File: src/rtl/iact_csc_encoder_if.sv
// Stream bundle between the ReLU stage, the CSC encoder and the iact SRAM writer.
// Handshake: every channel uses valid/ready. A transfer happens on a rising
// clock edge where both valid and ready are high. Once raised, valid and its
// payload stay stable until that transfer; ready may change freely and never
// depends combinationally on the same channel's valid.
interface iact_csc_encoder_if #(
  parameter int DATA_W = 8,
  parameter int ROW_W  = 4,
  parameter int ADDR_W = 7
);
  logic [DATA_W-1:0] data_in;
  logic              data_in_valid;
  logic              data_in_ready;
  logic [DATA_W-1:0] csc_data;
  logic [ROW_W-1:0]  csc_count;
  logic              csc_valid;
  logic              csc_ready;
  logic [ADDR_W-1:0] csc_addr;
  logic              csc_addr_valid;
  logic              csc_addr_ready;

  // Activation source and CSC sink side.
  modport master (
    output data_in, data_in_valid, csc_ready, csc_addr_ready,
    input  data_in_ready, csc_data, csc_count, csc_valid, csc_addr, csc_addr_valid
  );

  // Encoder side.
  modport slave (
    input  data_in, data_in_valid, csc_ready, csc_addr_ready,
    output data_in_ready, csc_data, csc_count, csc_valid, csc_addr, csc_addr_valid
  );
endinterface

File: src/rtl/iact_csc_encoder.sv
// Compresses rectified activation columns into CSC form: one (data, row) pair
// per nonzero element and one cumulative nonzero address per column end.
module iact_csc_encoder #(
  parameter int DATA_W  = 8,
  parameter int COL_LEN = 16,
  parameter int ROW_W   = 4,
  parameter int ADDR_W  = 7,
  parameter int COLS_W  = 6
) (
  input  logic                 clk,
  input  logic                 rst_n,
  input  logic                 start,
  input  logic [COLS_W-1:0]    cfg_num_cols,
  iact_csc_encoder_if.slave    bus,
  output logic                 busy,
  output logic                 done,
  output logic                 overflow,
  output logic [1:0]           o_dbg_state
);

  localparam logic [1:0] S_IDLE  = 2'd0;
  localparam logic [1:0] S_RUN   = 2'd1;
  localparam logic [1:0] S_DRAIN = 2'd2;

  localparam logic [ROW_W-1:0] LAST_ROW = ROW_W'(COL_LEN - 1);

  logic [1:0]        r_state;
  logic [COLS_W-1:0] r_num_cols;
  logic [COLS_W-1:0] r_col_cnt;
  logic [ROW_W-1:0]  r_row_cnt;
  logic [ADDR_W-1:0] r_nz_cnt;
  logic              r_overflow;
  logic              r_done;
  logic [DATA_W-1:0] r_csc_data;
  logic [ROW_W-1:0]  r_csc_count;
  logic              r_csc_valid;
  logic [ADDR_W-1:0] r_csc_addr;
  logic              r_addr_valid;

  logic              w_ready;
  logic              w_accept;
  logic              w_nz;
  logic              w_last_row;
  logic              w_last_col;
  logic [ADDR_W-1:0] w_nz_next;

  // Input is taken only while running and when neither output slot would be
  // overwritten before the sink has consumed it.
  assign w_ready    = (r_state == S_RUN) &&
                      (!r_csc_valid  || bus.csc_ready) &&
                      (!r_addr_valid || bus.csc_addr_ready);
  assign w_accept   = bus.data_in_valid && w_ready;
  // Any set bit counts as nonzero, so a stray negative value is still encoded.
  assign w_nz       = (bus.data_in != '0);
  assign w_last_row = (r_row_cnt == LAST_ROW);
  assign w_last_col = (r_col_cnt == (r_num_cols - COLS_W'(1)));
  assign w_nz_next  = r_nz_cnt + {{(ADDR_W-1){1'b0}}, w_nz};

  assign bus.data_in_ready  = w_ready;
  assign bus.csc_data       = r_csc_data;
  assign bus.csc_count      = r_csc_count;
  assign bus.csc_valid      = r_csc_valid;
  assign bus.csc_addr       = r_csc_addr;
  assign bus.csc_addr_valid = r_addr_valid;
  assign busy               = (r_state == S_RUN) || (r_state == S_DRAIN);
  assign done               = r_done;
  assign overflow           = r_overflow;
  assign o_dbg_state        = r_state;

  // Frame control: state machine plus row/column/nonzero counters.
  always_ff @(posedge clk or negedge rst_n) begin
    if (!rst_n) begin
      r_state    <= S_IDLE;
      r_num_cols <= '0;
      r_col_cnt  <= '0;
      r_row_cnt  <= '0;
      r_nz_cnt   <= '0;
      r_overflow <= 1'b0;
      r_done     <= 1'b0;
    end else begin
      r_done <= 1'b0;
      case (r_state)
        S_IDLE: begin
          if (start) begin
            r_state    <= S_RUN;
            r_num_cols <= (cfg_num_cols == '0) ? COLS_W'(1) : cfg_num_cols;
            r_col_cnt  <= '0;
            r_row_cnt  <= '0;
            r_nz_cnt   <= '0;
            r_overflow <= 1'b0;
          end
        end
        S_RUN: begin
          if (w_accept && w_last_row && w_last_col) r_state <= S_DRAIN;
        end
        S_DRAIN: begin
          if (!r_csc_valid && !r_addr_valid) begin
            r_state <= S_IDLE;
            r_done  <= 1'b1;
          end
        end
        default: r_state <= S_IDLE;
      endcase
      if (w_accept) begin
        r_row_cnt <= w_last_row ? '0 : r_row_cnt + ROW_W'(1);
        r_nz_cnt  <= w_nz_next;
        if (w_last_row) r_col_cnt <= r_col_cnt + COLS_W'(1);
        if (w_nz && (&r_nz_cnt)) r_overflow <= 1'b1;
      end
    end
  end

  // Pair channel: load on a nonzero accept, otherwise release once consumed.
  always_ff @(posedge clk or negedge rst_n) begin
    if (!rst_n) begin
      r_csc_data  <= '0;
      r_csc_count <= '0;
      r_csc_valid <= 1'b0;
    end else if (w_accept && w_nz) begin
      r_csc_data  <= bus.data_in;
      r_csc_count <= r_row_cnt;
      r_csc_valid <= 1'b1;
    end else if (bus.csc_ready) begin
      r_csc_valid <= 1'b0;
    end
  end

  // Address channel: load the running nonzero total at each column end.
  always_ff @(posedge clk or negedge rst_n) begin
    if (!rst_n) begin
      r_csc_addr   <= '0;
      r_addr_valid <= 1'b0;
    end else if (w_accept && w_last_row) begin
      r_csc_addr   <= w_nz_next;
      r_addr_valid <= 1'b1;
    end else if (bus.csc_addr_ready) begin
      r_addr_valid <= 1'b0;
    end
  end

endmodule

File: src/flat_wrapper.sv
// flat-port wrapper written by rule: the top's interface ports become plain ports
module iact_csc_encoder_flat 
#(
  parameter int DATA_W  = 8,
  parameter int COL_LEN = 16,
  parameter int ROW_W   = 4,
  parameter int ADDR_W  = 7,
  parameter int COLS_W  = 6
)
  (clk, rst_n, start, cfg_num_cols, busy, done, overflow, o_dbg_state, bus_data_in, bus_data_in_valid, bus_csc_ready, bus_csc_addr_ready, bus_data_in_ready, bus_csc_data, bus_csc_count, bus_csc_valid, bus_csc_addr, bus_csc_addr_valid);
  iact_csc_encoder_if #(.DATA_W(DATA_W), .ROW_W(ROW_W), .ADDR_W(ADDR_W)) bus_i ();
  input  logic clk;
  input  logic rst_n;
  input  logic start;
  input  logic [COLS_W-1:0] cfg_num_cols;
  output logic busy;
  output logic done;
  output logic overflow;
  output logic [1:0] o_dbg_state;
  input wire logic [$bits(bus_i.data_in)-1:0] bus_data_in;
  input wire logic [$bits(bus_i.data_in_valid)-1:0] bus_data_in_valid;
  input wire logic [$bits(bus_i.csc_ready)-1:0] bus_csc_ready;
  input wire logic [$bits(bus_i.csc_addr_ready)-1:0] bus_csc_addr_ready;
  output wire logic [$bits(bus_i.data_in_ready)-1:0] bus_data_in_ready;
  output wire logic [$bits(bus_i.csc_data)-1:0] bus_csc_data;
  output wire logic [$bits(bus_i.csc_count)-1:0] bus_csc_count;
  output wire logic [$bits(bus_i.csc_valid)-1:0] bus_csc_valid;
  output wire logic [$bits(bus_i.csc_addr)-1:0] bus_csc_addr;
  output wire logic [$bits(bus_i.csc_addr_valid)-1:0] bus_csc_addr_valid;
  assign bus_i.data_in = bus_data_in;
  assign bus_i.data_in_valid = bus_data_in_valid;
  assign bus_i.csc_ready = bus_csc_ready;
  assign bus_i.csc_addr_ready = bus_csc_addr_ready;
  assign bus_data_in_ready = bus_i.data_in_ready;
  assign bus_csc_data = bus_i.csc_data;
  assign bus_csc_count = bus_i.csc_count;
  assign bus_csc_valid = bus_i.csc_valid;
  assign bus_csc_addr = bus_i.csc_addr;
  assign bus_csc_addr_valid = bus_i.csc_addr_valid;
  iact_csc_encoder #(.DATA_W(DATA_W), .COL_LEN(COL_LEN), .ROW_W(ROW_W), .ADDR_W(ADDR_W), .COLS_W(COLS_W)) u_core (.clk(clk), .rst_n(rst_n), .start(start), .cfg_num_cols(cfg_num_cols), .bus(bus_i), .busy(busy), .done(done), .overflow(overflow), .o_dbg_state(o_dbg_state));
endmodule
File: config.mk
export PLATFORM = sky130hd
export DESIGN_NAME = iact_csc_encoder_flat
export DESIGN_NICKNAME = d
export VERILOG_FILES = /design/src/rtl/iact_csc_encoder_if.sv /design/src/rtl/iact_csc_encoder.sv /design/src/flat_wrapper.sv
export SDC_FILE = /design/constraint.sdc
export NUM_CORES = 1
export LEC_CHECK = 0
export ABC_AREA = 1
export BUFFER_PORTS_ARGS = -buffer_cell sky130_fd_sc_hd__buf_2
export CAP_MARGIN = 20
export CORE_AREA = 2 2 82 84
export CTS_BUF_LIST = sky130_fd_sc_hd__clkbuf_4
export CTS_CLUSTER_SIZE = 30
export DETAILED_ROUTE_END_ITERATION = 8
export DIE_AREA = 0 0 84 86
export HOLD_SLACK_MARGIN = 0.06
export PLACE_DENSITY = 0.73
export REMOVE_ABC_BUFFERS = 1
export SLEW_MARGIN = 20
export SYNTH_ARGS = -nofsm -noshare
export SYNTH_HDL_FRONTEND = slang
export SYNTH_SLANG_ARGS = --single-unit
File: constraint.sdc
create_clock -name clk -period 1.5 [get_ports clk]
set_input_delay 0.225 -clock clk [delete_from_list [all_inputs] [get_ports clk]]
set_output_delay 0.225 -clock clk [all_outputs]
set_load 0.1 [all_outputs]
After elaboration in Yosys (flattened, before gate mapping)
Cells that the tools add are included.
- register bits after elaboration: 48
- latch bits: 0
- memory bits (writable): 0
- ROM bits: 0
- input bits: 20
- output and inout port bits: 27
- word-level logic and storage cells: 73
- memories: 0
- $add $sub $neg: 4
- multiply operators: 0
- divide/modulo/power cells: 0
- $lt $le $gt $ge: 0
- eq/ne operators: 7
- shift-type cells: 0
- multiplexer cells: 26
- bitwise gates (word level): 0
- reductions and logical operators: 24
- operators with widths (cell ; count):
    6-bit two-way mux ; 5
    7-bit two-way mux ; 3
    4-bit two-way mux ; 4
    1-bit two-way mux ; 10
    1-bit logical AND ; 8
    2-bit nonzero test ; 4
    8-bit nonzero test ; 1
    7-bit by 1-bit adder with 7-bit output ; 1
    7-bit AND reduction ; 1
    6-bit by 1-bit adder with 6-bit output (second input constant) ; 1
    6-bit == test ; 1
    6-bit zero test ; 1
    2-bit two-way mux ; 3
    2-bit != test (second input constant) ; 3
    2-bit case mux with 3 select lines ; 1
    6-bit by 1-bit subtractor with 6-bit output (second input constant) ; 1
    4-bit by 1-bit adder with 4-bit output (second input constant) ; 1
    4-bit == test (second input constant) ; 1
    2-bit AND reduction ; 2
    1-bit logical OR ; 3
    3-bit AND reduction ; 1
    2-bit by 1-bit == test with 1-bit output (second input constant) ; 1
    2-bit == test (second input constant) ; 1
    1-bit zero test ; 2
    2-bit zero test ; 1

Logic depth before layout (Yosys ltp)
- depth in word-level cells: 9
- mapped depth: 14
- depth with buffers taken out: 14

Least setup slack after synthesis
No wires, ideal clock.
- kind: flip-flop to flip-flop
- start: register u_core.r_state[0], in the netlist u_core.o_dbg_state[0]
- end: register u_core.r_csc_data[0], in the netlist u_core.bus.csc_data[0]
- setup time: 0.122 ns
- data arrival time: 2.827 ns
- data required time: 1.378 ns
- path slack: -1.449 ns
- stages on the path, launching flop included: 10
- buffers on the path: 1
- period minus slack after synthesis: 2.949 ns
- cells stage by stage: dfrtp_1 -> ha_1 -> inv_2 -> nor3_4 -> nand2_2 -> clkinv_2 -> nand2_4 -> buf_6 -> nand2_1 -> nand2_1
- word-level cells in the longest chain between the ends: 5
- RTL lines (item ; RTL line ; text):
    start: declaration ; iact_csc_encoder.sv:27 ; logic [1:0] r_state;
    start signal: assignment ; iact_csc_encoder.sv:73 ; r_state <= S_IDLE;
    start signal: assignment ; iact_csc_encoder.sv:85 ; r_state <= S_RUN;
    start signal: assignment ; iact_csc_encoder.sv:94 ; if (w_accept && w_last_row && w_last_col) r_state <= S_DRAIN;
    2-bit by 1-bit == test with 1-bit output ; iact_csc_encoder.sv:49 ; assign w_ready = (r_state == S_RUN) &&
    1-bit logical AND ; iact_csc_encoder.sv:49 ;
    1-bit logical AND ; iact_csc_encoder.sv:50 ; (!r_csc_valid || bus.csc_ready) &&
    net bus_data_in_ready ; flat_wrapper.sv:24 ; output wire logic [$bits(bus_i.data_in_ready)-1:0] bus_data_in_ready;
    1-bit logical AND ; iact_csc_encoder.sv:52 ; assign w_accept = bus.data_in_valid && w_ready;
    1-bit logical AND ; iact_csc_encoder.sv:119 ; end else if (w_accept && w_nz) begin
    end signal: assignment ; iact_csc_encoder.sv:120 ; r_csc_data <= bus.data_in;
    end: declaration ; iact_csc_encoder.sv:34 ; logic [DATA_W-1:0] r_csc_data;
The timed path passes the listed nets, and every way through them passes these cells.
A chain may end at the register's enable or synchronous reset.

Worst setup path in the final report
- start: register u_core.r_state[1], in the netlist u_core.o_dbg_state[1]
- end: output port busy
- word-level cells in the longest chain between the ends: 2
- elaborated cells on any way between the ends: 3
- those cells by class: eq/ne: 2; reduce/logical: 1
- RTL lines (item ; RTL line ; text):
    2-bit by 1-bit == test with 1-bit output / 2-bit == test (equally long branches) ; iact_csc_encoder.sv:65 ; assign busy = (r_state == S_RUN) || (r_state == S_DRAIN);
    1-bit logical OR (*) ; iact_csc_encoder.sv:65 ;
    end: declaration ; flat_wrapper.sv:16 ; output logic busy;
Every way passes the cells marked *; elsewhere a longest branch is shown, timed or not.

==> results by group <==
Outcome
  – Outcome: complete, but fails checks
  – Failing checks: negative setup slack

Drt
  – Wirelength, routed: 5980 um
  – DRT iter0 DRCs: 64
  – WL/cell: 13.2 um
  – Vias: 2220
  – DRC viols: 0
  – Post-DR vias/cell: 4.90
  – Detailed Routing Iterations Pass 1: 4
  – Antenna Nets Post-Route: 0

Power
  – Lkg Pwr: 1.73 nW
  – Pwr Density: 2020 nW/um2
  – Overall power: 0.00721 W
  – VDD IR max: 0.00224 V

Finish
  – Nets: 405
  – Fin area: 3570 um2
  – Core Util, Final: 56.9%
  – ANT cells: 0
  – Share of layout cells above drive strength 1: 41.0%
  – # fillers: 533
  – Layout area overhead: 45.6%

Setup path
  – Worst Path Arrival: 1.49 ns
  – CP Class: register to primary output
  – CP max FO: 3
  – Crit-path slowest cell: dfrtp_1
  – Max stage delay on crit path: 0.39 ns
  – Buf/Inv on CP: 4
  – Setup crit start kind: register
  – Crit. End Element: primary output
  – Crit-path cells: inv_2 > buf_4 > buf_6 > ha_4 > buf_12
  – Crit path max-delay family: buffers and inverters
  – Worst Path Required: 1.27 ns

STA
  – Final Hold Viols: 0
  – FMAX: 583 MHz
  – Final worst-path cycle share: 114%
  – Min Clock Period, post-route: 1.72 ns
  – Worst-Margin Slew: 0.505 ns
  – RSZ-0062 raised after global routing: true
  – Setup TNS: -1.78 ns
  – Slew Limit Fails: 0
  – Final setup viols: 32
  – Clock Skew: 0.0106 ns
  – Relative slew slack: 66.6%
  – Setup WS post-layout: -0.216 ns

Yosys
  – Synth cell types: 34
  – Top_reg_cell synth: dfrtp_1
  – Synthesized area per cell: 8.60 um2
  – Syn Inst Count: 285
  – Post-synthesis simple-gate area fraction: 25.0%
  – Largest cells by area after synthesis: dfrtp_1, nand2_1, nand3_1, ha_1, inv_1
  – Combinational family with the most area after synthesis: simple AND/OR/NAND/NOR gates
  – Number of flops mapped to enable cells by yosys: 0
  – Xor/xnor share of the synthesized area: 3.57%
  – Yosys warnings: 0
  – Most common cell in the netlist: nand2_1
  – Adder-Cell Fraction of Synth Area: 5.10%
  – Mapped cell area: 2450 um2
  – FFs w/ async S/R, synth: 100%
  – Area leader, netlist: dfrtp_1
  – Post-synthesis mux area share: 0%
  – Register area share after synthesis: 49.0%
  – Commonest cells in the netlist: nand2_1, dfrtp_1, inv_1, nand3_1
  – Synthesized flop and latch total: 48
  – Top-area cell type share of the netlist area: 49.0%
  – Synth Area in Compound Gates: 10.0%

Global route
  – Largest net degree at the start of global routing: 49
  – Grt ovf: 0
  – Tot GR Track Use: 15.6%
  – Vias in the first global route: 2112
  – First-pass GRT wire length: 9250 um
  – Initial antenna violation count: 0

Clocking
  – Reg clk slew, reported paths: 0.14 ns
  – Clock sink count: 48
  – H-tree levels: 2
  – CTS tree: done
  – Num CTS Buffers: 5
  – Bufs on Longest Clock Path: 2
  – Clk Latency, worst-skew pair: 0.37 ns
  – Clk root buf: clkbuf_4

Hold path
  – Worst Hold Class: input pin to register

Placement
  – Number of port buffers: 46
  – Gpl congestion: 0.756
  – Detailed placer's ending HPWL: 3860 um
  – Area of placed instances: 2970 um2

Die
  – Die H: 86 um
  – IO Count: 47
  – Core area: 6280 um2
  – Initial core utilization: 39.0%
  – Die W: 84 um
  – Total die area: 7220 um2
  – Row count: 29

Job
  – Max cap viols: 0
layout by cell type (no fill, tap or decap), types with 4 or more instances in the layout:
cell type   n
nand2_1    60
dfrtp_1    47
buf_2      41
inv_1      28
buf_4      26
o21ai_1    21
nand3_1    17
nand2_2    10
nor2_1      9
nand3_2     9
inv_2       8
buf_6       8
o21ai_0     7
xor2_1      7
ha_1        6
clkbuf_4    6
nand2_8     5
o21ai_2     5
nand4_1     4
buf_12      4
power breakdown:
part,switching [W],internal [W]
Clock,0.000450,0.000525
Combinational,0.00295,0.00142
Sequential,0.000257,0.00161
Total,0.00366,0.00356
cell type report:
cell class | count | area, um2 | share of cell area [%]
Sequential cell | 48 | 1200 | 33.7
Inverter | 37 | 151 | 4.24
Timing Repair Buffer | 87 | 678 | 19.0
Tap cell | 77 | 96.3 | 2.70
Multi-Input combinational cell | 196 | 1340 | 37.4
Clock inverter | 3 | 68.8 | 1.93
Clock buffer | 5 | 37.5 | 1.05
metrics by stage:
step | hold WS (ns) | std cells | setup slack [ns]
6_report | 0.0912 | 453 | -0.216
5_1_grt | 0.0686 | 453 | -0.288
4_1_cts | 0.0716 | 440 | -0.200
3_5_place_dp | 0.234 | 426 | -0.238
3_3_place_gp | 0.230 | 426 | -0.142
2_1_floorplan | -0.0706 | 279 | -1.65
flip-flops by register name (all words and copies together), names as in the netlist:
signal / count
u_core.o_dbg_state: 2
u_core.bus.csc_data: 8
u_core.r_row_cnt: 4
u_core.overflow: 1
u_core.r_num_cols: 6
u_core.bus.csc_addr: 7
u_core.bus.csc_valid: 1
u_core.done: 1
u_core.bus.csc_addr_valid: 1
u_core.bus.csc_count: 4
u_core.r_col_cnt: 6
u_core.r_nz_cnt: 7
repair_timing:
item                       4_1_cts  5_1_grt
buffers inserted                 3       10
hold endpoints to repair        50        0
hold buffers                     3        0
setup endpoints to repair       37       38
cloned                           0        3
gates resized for setup         21       61
pin swaps                        6       29
kinds of logic after synthesis:
| logic type | Yosys count |
|---|---|
| compound gates | 44 |
| xor+xnor | 10 |
| fa+ha+maj | 10 |
| buf+inv | 43 |
| flops | 48 |
| simple gates | 130 |
worst min-delay path, stage by stage:
cell and delay [ns]:
buf_2 0.10, nand2_1 0.05, o21ai_0 0.06
layer usage:
metal	global-route usage, %	wire, um	vias to the layer above
met5	0	0	-
met4	3.67	44	0
met3	3.08	247	4
met2	28.2	3090	52
met1	19.2	2600	1056
li1	-	-	1108
path summary, 6_finish.rpt:
kind | startpoint | end | slack (ns) | cells after the start
setup / recovery | u_core.o_dbg_state[1] | busy | -0.22 | 5
hold / removal | cfg_num_cols[3] | u_core.r_num_cols[3] | 0.09 | 3
setup reg to reg | u_core.o_dbg_state[0] | u_core.r_col_cnt[4] | -0.13 | 10
hold reg to reg | u_core.bus.csc_addr_valid | u_core.done | 0.48 | 1
max in group asynchronous | rst_n | u_core.r_row_cnt[3] | 0.91 | 3
min in group asynchronous | rst_n | u_core.r_num_cols[4] | 0.35 | 3
Note: power is estimated with default switching activity, not from simulation.
